--- src/rtl/z80_bus_pkg.sv ---
// rtl/z80_bus_pkg.sv - Z80 bus FSM state type, default T-state constants and strobe decode helper
package z80_bus_pkg;

  localparam int TSTATE_CLKS_DEFAULT = 6;
  localparam int MAX_WAITS_DEFAULT   = 255;

  typedef enum logic [2:0] {
    ST_IDLE,
    ST_T1,
    ST_T2,
    ST_TW,
    ST_T3,
    ST_DONE
  } z80_state_e;

  // The IORQ-qualified strobe is low from T2 through T3 inclusive.
  function automatic logic strobe_phase(input z80_state_e s);
    return (s == ST_T2) || (s == ST_TW) || (s == ST_T3);
  endfunction

endpackage

--- src/rtl/tstate_timer.sv ---
// rtl/tstate_timer.sv - reloadable T-state down-counter with last-clock tick
module tstate_timer #(
  parameter int CLKS = 6
) (
  input  logic clk,
  input  logic reset,
  input  logic load,
  input  logic en,
  output logic last
);

  localparam int CW = $clog2(CLKS);
  localparam logic [CW-1:0] RELOAD = CW'(CLKS - 1);

  logic [CW-1:0] count;

  // Wraps to RELOAD on its own, so each T-state boundary needs no explicit reload.
  always_ff @(posedge clk) begin
    if (reset) begin
      count <= '0;
    end else if (load) begin
      count <= RELOAD;
    end else if (en) begin
      count <= (count == '0) ? RELOAD : count - CW'(1);
    end
  end

  assign last = (count == '0);

endmodule

--- src/rtl/z80_io_initiator.sv ---
// rtl/z80_io_initiator.sv - Z80 IN/OUT bus cycle initiator; define Z80_IO_WAIT_EN for wait_n/timeout support
module z80_io_initiator
  import z80_bus_pkg::*;
#(
  parameter int TSTATE_CLKS = TSTATE_CLKS_DEFAULT,
  parameter int MAX_WAITS   = MAX_WAITS_DEFAULT
) (
  input  logic       clk,
  input  logic       reset,
  input  logic       req,
  input  logic       wr,
  input  logic [7:0] addr,
  input  logic [7:0] wdata,
  output logic       busy,
  output logic       done,
  output logic [7:0] rdata,
  output logic [7:0] A,
  output logic       rd_iorq_n,
  output logic       wr_iorq_n,
  output logic [7:0] cd_out,
  output logic       cd_oe,
  input  logic [7:0] cd_in
`ifdef Z80_IO_WAIT_EN
  ,
  input  logic       wait_n,
  output logic       timeout
`endif
);

  z80_state_e state, state_next;
  logic       accept, tick, capture, strobe_on;
  logic       wr_q;
  logic [7:0] addr_q, wdata_q;

  tstate_timer #(.CLKS(TSTATE_CLKS)) u_timer (
    .clk   (clk),
    .reset (reset),
    .load  (accept),
    .en    (busy),
    .last  (tick)
  );

`ifdef Z80_IO_WAIT_EN
  localparam int WAIT_W = (MAX_WAITS < 1) ? 1 : $clog2(MAX_WAITS + 1);
  logic [WAIT_W-1:0] wait_cnt;
  logic              wait_max, timeout_set;

  assign wait_max = (wait_cnt == WAIT_W'(MAX_WAITS));

  always_ff @(posedge clk) begin
    if (reset || accept) begin
      wait_cnt <= '0;
    end else if (state == ST_TW && tick && !wait_n && !wait_max) begin
      wait_cnt <= wait_cnt + WAIT_W'(1);
    end
    timeout <= reset ? 1'b0 : timeout_set;
  end
`endif

  always_ff @(posedge clk) begin
    if (reset) state <= ST_IDLE;
    else       state <= state_next;
  end

  always_comb begin
    state_next = state;
    accept     = 1'b0;
    capture    = 1'b0;
`ifdef Z80_IO_WAIT_EN
    timeout_set = 1'b0;
`endif
    unique case (state)
      ST_IDLE: if (req) begin
        accept     = 1'b1;
        state_next = ST_T1;
      end
      ST_T1: if (tick) state_next = ST_T2;
      ST_T2: if (tick) state_next = ST_TW;
      ST_TW: if (tick) begin
`ifdef Z80_IO_WAIT_EN
        if (wait_n) begin
          state_next = ST_T3;
        end else if (wait_max) begin
          state_next  = ST_DONE;
          timeout_set = 1'b1;
        end
`else
        state_next = ST_T3;
`endif
      end
      ST_T3: if (tick) begin
        capture    = 1'b1;
        state_next = ST_DONE;
      end
      ST_DONE: state_next = ST_IDLE;
      default: state_next = ST_IDLE;
    endcase
  end

  always_ff @(posedge clk) begin
    if (reset) begin
      wr_q    <= 1'b0;
      addr_q  <= '0;
      wdata_q <= '0;
      rdata   <= '0;
    end else begin
      if (accept) begin
        wr_q    <= wr;
        addr_q  <= addr;
        wdata_q <= wdata;
      end
      if (capture && !wr_q) rdata <= cd_in;
    end
  end

  assign strobe_on = strobe_phase(state);
  assign busy      = (state != ST_IDLE);
  assign done      = (state == ST_DONE);
  assign rd_iorq_n = ~(strobe_on && !wr_q);
  assign wr_iorq_n = ~(strobe_on && wr_q);
  assign cd_oe     = busy && wr_q;
  assign A         = addr_q;
  assign cd_out    = wdata_q;

endmodule

--- config.mk ---
export PLATFORM = sky130hd
export DESIGN_NAME = z80_io_initiator
export DESIGN_NICKNAME = d
export VERILOG_FILES = /design/src/rtl/z80_bus_pkg.sv /design/src/rtl/tstate_timer.sv /design/src/rtl/z80_io_initiator.sv
export SDC_FILE = /design/constraint.sdc
export NUM_CORES = 1
export LEC_CHECK = 0
export ABC_AREA = 1
export CAP_MARGIN = 25
export CELL_PAD_IN_SITES_DETAIL_PLACEMENT = 2
export CELL_PAD_IN_SITES_GLOBAL_PLACEMENT = 2
export CORE_ASPECT_RATIO = 1.1
export CORE_MARGIN = 2
export CORE_UTILIZATION = 20
export CTS_BUF_LIST = sky130_fd_sc_hd__clkbuf_4
export CTS_CLUSTER_SIZE = 24
export DETAILED_ROUTE_END_ITERATION = 16
export PLACE_DENSITY = 0.86
export SYNTH_ARGS = -nofsm -noshare
export SYNTH_HDL_FRONTEND = slang
export SYNTH_SLANG_ARGS = --single-unit
--- constraint.sdc ---
create_clock -name clk -period 1.39 [get_ports clk]
set_input_delay 0.139 -clock clk [delete_from_list [all_inputs] [get_ports clk]]
set_output_delay 0.139 -clock clk [all_outputs]
set_load 0.005 [all_outputs]
---- Word-level counts from Yosys, hierarchy flattened ----
Cells that the tools add are included.
storage, ports and cells
  bits in registers ....................... 31
  input bits .............................. 28
  output and inout bits ................... 29
  word-level logic and storage cells ...... 46
cells by class
  $add $sub $neg .......................... 1
  eq/ne operators ......................... 10
  mux-type cells .......................... 13
  bitwise logic cells ..................... 2
  reduce and logical (&&, ||, !) cells .... 13
operator list
  cell                 count
  $mux 3               8
  $pmux 3 s5           1
  $ne 2x2->1 const B   5
  $eq 3x2->1 const B   2
  $eq 3x3->1 const B   2
  $logic_not 3->1      2
  $reduce_and 5->1     1
  $logic_and 1x1->1    4
  $mux 1               4
  $eq 3x1->1 const B   1
  $reduce_bool 3->1    1
  $sub 3x1->3 const B  1
  $logic_or 1x1->1     2
  $not 1->1            2
  $reduce_bool 2->1    1
  $reduce_or 2->1      1
  $logic_not 1->1      1

---- Longest topological paths before layout ----
  depth in word-level cells ............... 5
  depth in mapped cells ................... 8
  depth with buffers taken out ............ 8

---- Hierarchy ----
A second synthesis with hierarchy kept.
second synthesis, totals
  cells, all modules ...................... 174
  area total of the unflattened synthesis .. 1281.2 µm²
modules (own cells, without submodules)
  module            times used  cells each  area each (µm²)  seq. area each (µm²)
  z80_io_initiator  1           147         1114.8           560.5
  tstate_timer      1           27          166.4            60.1

---- Worst setup path after synthesis ----
No wires, ideal clock.
  path type ............................... register to register
  start point ............................. register u_timer.count[0]
  end point ............................... register rdata[5]
  setup time .............................. 113 ps
  arrival time ............................ 1223 ps
  data required time ...................... 1277 ps
  setup slack ............................. 55 ps
  cell stages (with the launch flop) ...... 9
  buffers on the path ..................... 1
  period minus slack after synthesis ...... 1335 ps
  path through ............................ dfxtp_1 nor2_1 ha_1 inv_1 nor3_4 buf_6 nand2_1 nand2_1 nor2_1
on the way
  word-level cells in the longest chain between the ends .. 4
RTL lines
  item                      RTL line                 text
  start: declaration        tstate_timer.sv:15       logic [CW-1:0] count;
  start signal: assignment  tstate_timer.sv:24       count <= (count == '0) ? RELOAD : count - CW'(1);
  $logic_not 3->1           tstate_timer.sv:28       assign last = (count == '0);
  $mux 1                    z80_io_initiator.sv:91   ST_T3: if (tick) begin
  $mux 1                    z80_io_initiator.sv:72   unique case (state)
  $logic_and 1x1->1         z80_io_initiator.sv:112  if (capture && !wr_q) rdata <= cd_in;
  end signal: assignment    z80_io_initiator.sv:112
  end: declaration          z80_io_initiator.sv:16   output logic [7:0] rdata,
Every way passes these cells.
A chain may end at the register's enable or synchronous reset.

---- Final worst setup path ----
  start point ............................. register state[1]
  end point ............................... register rdata[7]
on the way
  word-level cells in the longest chain between the ends .. 3
RTL lines
  item                      RTL line                 text
  start: declaration        z80_io_initiator.sv:30   z80_state_e state, state_next;
  start signal: assignment  z80_io_initiator.sv:62   else state <= state_next;
  $eq 3x3->1                z80_io_initiator.sv:72
  $mux 1                    z80_io_initiator.sv:72
  $logic_and 1x1->1         z80_io_initiator.sv:112
Every way passes these cells.

==> flow_summary.toml <==
[critical_path]
crit_required_ns = 1.65
worstPathArrival_ns = 1.67
path_max_fanout = 8
critPathLaunchType = "flip-flop"
endpoint_kind = "flip-flop"
path_class = "reg -> reg"

[placed_design]
portBuffers = 56
preCtsSetupSlack_ns = -0.132
hpwlAfterDp_um = 3480
dp_cells = 328
place.gp.congestion = 0.841

[cells_and_area]
num_antenna_cells = 0
final_common_cell = "clkdlybuf4s50_1"
area_growth_pct = 71.7
final.fill_count = 770
final_cell_mix = "clkdlybuf4s50_1 (50), nand2_1 (45), dfxtp_1 (23)"
nNetsFinal = 290
stdcell_count = 342
drive_gt1_frac = 0.223

[cts]
cts-buffers-inserted = 5
path_clk_slew_ns = 0.10
clock-sinks = 31
cts.path.max_buffers = 2
root_buffer = "clkbuf_4"
cts_tree = "yes"
clk-insertion-delay-late_ns = 0.32
htree_levels = 2

[outcome]
status = "finished, violations left"
violations = "setup timing"

[power_and_ir_drop]
p_leak_nw = 0.975
p_switching_mw = 1.31
power_density_nw_per_um2 = 1540
seq_power_share = 0.332
ir_drop_mv = 0.531
power.internal_mw = 2.27
swShare = 0.367
clkPwrFrac = 0.197
pwr-share-comb = 0.472

[timing]
tightest_slew_ns = 0.505
period_share = 1.01
layout_setup_ws_ns = -0.0166
min_period_ns = 1.41
max_slew_margin = 0.663
hold_viol_final = 0
clock_skew_ns = 0.0116
slew_viol_final = 0
fin_tns_setup_ns = -0.0474
fmax_mhz = 711
setup_viol = 6
rsz0062_at_grt = "true"

[yosys]
synth_seq_area_share = 0.458
synth-edff-count = 0
synth.area.top_cells = "dfxtp_1 (46%), nand2_1 (13%), nand3_1 (7.8%)"
synth_top_area_cell = "dfxtp_1"
syn_area_um2 = 1350
yosys_most_used_dff = "dfxtp_1"
synth_cell_type_count = 24
avgSynthCellArea_um2 = 7.32
ys_warn_count = 0
ys_async_sr_fraction = 0
syn-num-nets = 215
synth_top_area_frac = 0.458
yosys_register_bits = 31
syn-instance-count = 185

[global_routing]
grt_pass1_wl_um = 7890
grt_overflow = 0
grt_use_total = 0.138
antenna_found_initial = 0
grt_max_degree = 19
grt_pass1_vias = 1672

[floorplanning]
initial_utilization = 0.207
pin_count = 57
core_area_um2 = 6560
placementRows = 31
die_h_um = 90.3
die_w_um = 82.4
die_area_um2 = 7440

[route]
antenna_left = 0
via_per_inst = 4.36
avgRoutedWirePerCell_um = 14.7
drt_iter0_drc = 26
drt_wl_total_um = 5020
drt_first_pass_iters = 3
vias = 1491
drcViolationCount = 0

[hold_path]
hold_class = "in -> reg"

[job]
max_cap_viol_count = 0
==> area by class of cell <==
type,instances,area (um^2),area share
inverter,20,80.1,0.0344
clock buffer,6,45.0,0.0194
clock inverter,1,30.0,0.0129
sequential,31,641,0.276
tap,82,103,0.0441
timing repair buffer,77,766,0.329
multi-input combinational,125,661,0.284
==> stage by stage <==
stage	instance area (um^2)	hold slack [ns]	total power [mW]	utilization
6_report	2320	0.388	3.58	0.355
5_1_grt	2320	0.383	3.86	0.355
4_1_cts	2210	0.371	3.46	0.338
3_3_place_gp	2090	0.453	2.53	0.320
3_5_place_dp	2090	0.464	2.60	0.320
2_1_floorplan	1350	0.303	1.90	-
==> power by group through the flow <==
| stage | Combinational, mW | Clock (mW) | Sequential [mW] |
|---|---|---|---|
| after floorplan | 0.739 | 0 | 1.16 |
| after CTS | 1.54 | 0.746 | 1.18 |
| after global routing | 1.88 | 0.774 | 1.21 |
| after detailed placement | 1.43 | 0 | 1.18 |
| after global placement | 1.36 | 0 | 1.17 |
| final | 1.69 | 0.704 | 1.19 |
==> state kept, by name (all words and copies together), names as in the netlist <==
register / cells
state: 3
cd_out: 8
rdata: 8
wr_q: 1
u_timer.count: 3
A: 8
==> logic make-up (layout without fill, tap and decap cells) <==
| logic type | count (synthesis) | after routing | synth area share |
|---|---|---|---|
| flip-flops | 31 | 31 | 0.458 |
| adder cells (fa/ha/maj) | 2 | 2 | 0.0185 |
| AND/OR/NAND/NOR | 100 | 100 | 0.336 |
| AO/OA/AOI/OAI | 23 | 23 | 0.0906 |
| buffers and inverters | 29 | 104 | 0.0961 |
==> metal layers <==
| layer | GRT usage | share of wire | up-vias | wire length [um] |
|---|---|---|---|---|
| met1 | 0.148 | 0.38 | 715 | 1910 |
| met5 | 0 | 0 | - | 0 |
| met3 | 0.0320 | 0.040 | 5 | 199 |
| li1 | - | - | 736 | - |
| met2 | 0.257 | 0.57 | 35 | 2860 |
| met4 | 0.0375 | 0.010 | 0 | 51 |
==> synthesized netlist by cell type, types with 2 or more instances <==
cell type / count
a21oi_1: 18
buf_2: 2
buf_4: 2
clkbuf_1: 2
dfxtp_1: 31
ha_1: 2
inv_1: 18
nand2_1: 46
nand2_4: 3
nand3_1: 21
nand4_1: 2
nor2_1: 23
nor3_1: 2
o21ai_0: 3
==> worst max-delay path, cell delays in order (launching register included) <==
cell and delay (ns):
dfxtp_4 0.37, nor2_4 0.17, nand2_4 0.08, buf_6 0.12, nor3_4 0.25, clkbuf_16 0.22
nor2_1 0.04, nor2_1 0.10
==> worst paths after layout <==
| check | startpoint | end | slack, ns | cells after the start |
|---|---|---|---|---|
| max | state[1] | rdata[7] | -0.02 | 7 |
| min | addr[0] | A[0] | 0.39 | 3 |
| max reg2reg | state[1] | rdata[7] | -0.02 | 7 |
| min reg2reg | A[0] | A[0] | 0.47 | 2 |
==> timing repair <==
item | in CTS | in global routing
pin swaps | 2 | 2
hold buffers | 0 | 0
cloned | 0 | 1
endpoints found under the setup margin | 25 | 37
setup buffers | 2 | 4
gates resized for setup | 31 | 21
(Power assumes the default switching activity.)
